### config.mk
export PLATFORM = sky130hd
export DESIGN_NAME = uart_tx_param
export DESIGN_NICKNAME = d
export VERILOG_FILES = /design/src/rtl/uart_pkg.sv /design/src/rtl/uart_bit_timer.sv /design/src/rtl/uart_tx_param.sv
export SDC_FILE = /design/constraint.sdc
export NUM_CORES = 1
export LEC_CHECK = 0
export CORE_MARGIN = 5
export CORE_UTILIZATION = 44
export CTS_CLUSTER_DIAMETER = 50
export CTS_CLUSTER_SIZE = 28
export DETAILED_ROUTE_END_ITERATION = 8
export SYNTH_ARGS = -nofsm -noshare
export SYNTH_HDL_FRONTEND = slang
export SYNTH_SLANG_ARGS = --single-unit
### constraint.sdc
create_clock -name clk -period 3.3 [get_ports clk]
set_clock_uncertainty 0.2 [all_clocks]
set_input_delay 0.66 -clock clk [delete_from_list [all_inputs] [get_ports clk]]
set_output_delay 0.66 -clock clk [all_outputs]
set_load 0.005 [all_outputs]
### src/rtl/uart_pkg.sv
// uart_pkg: shared state/parity types and frame-length helper for the serial transmitter and receiver.
package uart_pkg;

   typedef enum logic [2:0] {IDLE, START, DATA, PARITY, STOP} states_t;

   typedef enum logic [1:0] {
      PAR_NONE = 2'd0,
      PAR_EVEN = 2'd1,
      PAR_ODD  = 2'd2
   } parity_t;

   function automatic int frame_bits(input int d, input int parity, input int stop_bits);
      return 1 + d + ((parity != 0) ? 1 : 0) + stop_bits;
   endfunction

endpackage

### src/rtl/uart_bit_timer.sv
// bit_timer: wrapping 0..BAUD_DIV-1 counter; tick marks the last cycle of every bit period.
module bit_timer #(
   parameter int BAUD_DIV = 16
) (
   input  logic clk,
   input  logic reset,
   input  logic clear,
   output logic tick
);

   localparam int W = $clog2(BAUD_DIV);

   logic [W-1:0] cnt;

   assign tick = cnt == W'(BAUD_DIV - 1);

   always_ff @(posedge clk)
      if (reset || clear) cnt <= '0;
      else cnt <= tick ? '0 : cnt + 1'b1;

endmodule

### src/rtl/uart_tx_param.sv
// uart_tx_param: parametrised UART transmitter (start, D data bits LSB first, optional parity, 1-2 stop bits).
module uart_tx_param #(
   parameter int D         = 8,
   parameter int BAUD_DIV  = 16,
   parameter int PARITY    = 0,
   parameter int STOP_BITS = 1
) (
   input  logic         clk,
   input  logic         reset,
   input  logic         send,
   input  logic [D-1:0] data,
   output logic         rdy,
   output logic         txd
);

   import uart_pkg::*;

   localparam int      IW    = $clog2(D + 1);
   localparam parity_t PMODE = parity_t'(PARITY[1:0]);

   states_t       state, state_n;
   logic [IW-1:0] idx, idx_n;
   logic [D-1:0]  sh, sh_n, word, word_n;
   logic          tick, accept, par_bit;

   if (D < 5 || D > 9) begin : g_bad_d
      $error("uart_tx_param: D must be in 5..9");
   end
   if (BAUD_DIV < 2) begin : g_bad_baud
      $error("uart_tx_param: BAUD_DIV must be >= 2");
   end
   if (PARITY < 0 || PARITY > 2) begin : g_bad_parity
      $error("uart_tx_param: PARITY must be 0, 1 or 2");
   end
   if (STOP_BITS != 1 && STOP_BITS != 2) begin : g_bad_stop
      $error("uart_tx_param: STOP_BITS must be 1 or 2");
   end

   // Clearing on acceptance makes the start bit a full BAUD_DIV cycles.
   bit_timer #(.BAUD_DIV(BAUD_DIV)) u_timer (
      .clk  (clk),
      .reset(reset),
      .clear(accept),
      .tick (tick)
   );

   assign accept  = (state == IDLE) && send;
   assign par_bit = (^word) ^ (PMODE == PAR_ODD);
   assign rdy     = state == IDLE;

   always_comb
      txd = state == START ? 1'b0 :
            state == DATA ? sh[0] :
            state == uart_pkg::PARITY ? par_bit : 1'b1;

   always_ff @(posedge clk)
      if (reset) begin
         state <= IDLE;
         idx   <= '0;
         sh    <= '0;
         word  <= '0;
      end else begin
         state <= state_n;
         idx   <= idx_n;
         sh    <= sh_n;
         word  <= word_n;
      end

   always_comb begin
      state_n = state;
      idx_n   = idx;
      sh_n    = sh;
      word_n  = word;
      case (state)
         IDLE:
            if (send) begin
               state_n = START;
               idx_n   = '0;
               sh_n    = data;
               word_n  = data;
            end
         START:
            if (tick) begin
               state_n = DATA;
               idx_n   = '0;
            end
         DATA:
            if (tick) begin
               sh_n = sh >> 1;
               if (idx == IW'(D - 1)) begin
                  state_n = (PMODE != PAR_NONE) ? uart_pkg::PARITY : STOP;
                  idx_n   = '0;
               end else idx_n = idx + 1'b1;
            end
         uart_pkg::PARITY:
            if (tick) begin
               state_n = STOP;
               idx_n   = '0;
            end
         STOP:
            if (tick) begin
               if (idx == IW'(STOP_BITS - 1)) begin
                  state_n = IDLE;
                  idx_n   = '0;
               end else idx_n = idx + 1'b1;
            end
         default: state_n = IDLE;
      endcase
   end

endmodule

==> flow_summary_export.csv <==
group,metric,value,unit
clock_tree,clkLatencyLatePin,0.33,ns
clock_tree,postCtsResizedCells,0,
power_and_ir_drop,power.leakage,0.0005546,uW
synth,synthesis.nets,178,
synth,syn-mean-instance-area,9.132,um2
power_and_ir_drop,power_density,370.0,nW/um2
floorplan,fp.dieW,68.34,um
synth,synthCells,164,
placed_design,gp_congestion,0.8562,
grt,antenna_found_initial,0,
clock_tree,clock_sinks,27,
clock_tree,cts_root_buffer,"clkbuf_4",
min_path,hp-class,"reg2reg",
synth,ys_seq_elements,27,
clock_tree,cts_tree,"done",
finish,layout_common_cells,"dfxtp_1 (27), nand2_1 (19), a21oi_1 (13)",
finish,mostFrequentLayoutCell,"dfxtp_1",
finish,final_nets,187,
grt,grt_overflow,0,
grt,grt_pass1_vias,1162,
timing,worst_pin_slew,0.5427,ns
floorplan,rows,21,
floorplan,coreArea,3311,um2
setup_path,crit_required,2.44,ns
setup_path,cpMaxStageDelayCell,"clkdlybuf4s50_1",
setup_path,end_kind,"output pin",
synth,synth-edff-count,0,
timing,max_freq,358.3,MHz
clock_tree,clk_pin_slew,0.15,ns
setup_path,crit_arrival,1.93,ns
detailed_routing,dr.pass1.iters,4,
timing,setup_violations,0,
grt,grt_first_pass_wirelength,5.292,mm
placed_design,dp_hpwl,2.187,mm
placed_design,place_ws,0.8364,ns
synth,synth_cell_types,45,
setup_path,path_cells,"xor2_1 > xnor2_1 > xnor2_1 > a311o_1 > clkdlybuf4s50_1",
clock_tree,numCtsBuffers,3,
synth,yosysWarnings,0,
setup_path,cpPeakStageDelay,0.45,ns
power_and_ir_drop,vdd_drop_max,0.1822,mV
synth,ys_seq_area_frac,0.3609,
finish,final_util,0.4958,
detailed_routing,drt_wl_total,3.083,mm
finish,drive_above_1_share,0.1512,
placed_design,place_inst,214,
clock_tree,postCtsHoldBufs,0,
setup_path,crit_buf_inv,1,
timing,slew_viol_final,0,
timing,hold_viol,0,
setup_path,crit_top_cell,"xnor2_1",
finish,layout.cells.non_filler,218,
timing,grt_setup_unrepaired,"no",
synth,synth_area,1498,um2
run,cap_violations,0,
placed_design,port_buffers,12,
floorplan,die-height,68.34,um
detailed_routing,drt_iter0_markers,151,
finish,syn_to_final_growth,9.607,%
outcome,status,"complete, no violations",
clock_tree,cts_setup_buffers,0,
timing,fin_setup_tns,0,ns
detailed_routing,ant_nets,0,
floorplan,num_io_pins,13,
grt,grt_max_degree,17,
synth,async_reset_ff_frac,0,
detailed_routing,drcViolationCount,0,
setup_path,cp-start-kind,"register",
detailed_routing,wl_per_cell,14.14,um
grt,grt_use_total,0.1508,
finish,num_antenna_cells,0,
synth,synthFlopType,"dfxtp_1",
floorplan,start_util,0.4524,
setup_path,critPathMaxFanout,2,
timing,period_minus_slack,2.791,ns
clock_tree,clockBufferDepth,2,
setup_path,critPathTopFamily,"buffers and inverters",
detailed_routing,vias,1162,
timing,max-slew-margin-rel,0.6377,
detailed_routing,drt-vias-per-instance,5.330,
timing,finalCritPeriodShare,0.8458,
floorplan,die_area,4670,um2
timing,fin_ws,0.5088,ns
setup_path,crit_type,"reg2out",
clock_tree,h-tree-depth,1,
-- where the power goes --
group | internal, uW | switching (uW)
logic | 50.7 | 50.8
registers | 344 | 14.9
clock network | 46.5 | 101
-- per-stage QoR --
step / hold WS [ns] / total power, uW / cell area (um2)
after floorplan: 0.2179 / 441.5 / 1498
after global placement: 0.2278 / 465.4 / 1612
after detailed placement: 0.2366 / 469.2 / 1612
after CTS: 0.2604 / 618.7 / 1642
after global routing: 0.2938 / 644.6 / 1642
final: 0.2605 / 607.4 / 1642
-- Yosys cell counts, types with 4 or more instances --
master / number / area (um2)
nor2_1: 10 / 37.54
a21oi_1: 13 / 65.06
mux2i_1: 7 / 70.07
dfxtp_1: 27 / 540.5
nor3_1: 4 / 20.02
a211oi_2: 7 / 87.58
xnor2_1: 8 / 70.07
inv_1: 7 / 26.28
nand3_1: 6 / 30.03
nand2_1: 19 / 71.32
clkbuf_1: 4 / 15.01
-- cell families (layout without fill, tap and decap cells) --
group / after synthesis / count (layout) / synth area share
buffers and inverters: 18 / 26 / 0.07519
and+or+nand+nor: 59 / 59 / 0.2139
adders and majority gates: 3 / 3 / 0.02507
AOI/OAI and AO/OA: 38 / 38 / 0.2063
DFF: 27 / 27 / 0.3609
muxes: 8 / 8 / 0.05430
xor gates and xnor gates: 11 / 11 / 0.06433
-- worst register-to-register path: stages, from the launching register on --
cell	delay, ns
dfxtp_1	0.67
nor3b_2	0.34
buf_4	0.24
a21o_4	0.26
nor2_1	0.08
a211oi_2	0.19
-- sequential cells by signal, summed over array words and instances (netlist names) --
signal,flops
word,8
state,3
u_timer.cnt,4
idx,4
sh,8
-- per-layer routing --
metal / up-vias / part of all wire / global-route usage
li1: 589 / - / -
met1: 545 / 0.47 / 0.1865
met2: 21 / 0.48 / 0.2479
met3: 7 / 0.028 / 0.02627
met4: 0 / 0.020 / 0.07940
met5: - / 0 / 0
-- final cells by class --
class	count	area [um2]
fillers	341	1669
clock buffers	3	22.52
multi-input cells	119	844.6
repair buffers	15	142.6
flip-flops and latches	27	540.5
inverters	7	26.28
clock inverters	1	7.507
well taps	46	57.56
-- worst paths after layout --
| kind | start | to | slack, ns | cells past startpoint |
|---|---|---|---|---|
| min reg2reg | u_timer.cnt[0]$_SDFF_PP0_ | u_timer.cnt[0]$_SDFF_PP0_ | 0.26 | 1 |
| min | u_timer.cnt[0]$_SDFF_PP0_ | u_timer.cnt[0]$_SDFF_PP0_ | 0.26 | 1 |
| max reg2reg | state[1]$_SDFFE_PP0P_ | sh[1]$_SDFFE_PP0P_ | 1.27 | 5 |
| max | word[7]$_SDFFE_PP0P_ | txd | 0.51 | 5 |
No activity file was read; power rests on OpenSTA's default activity.
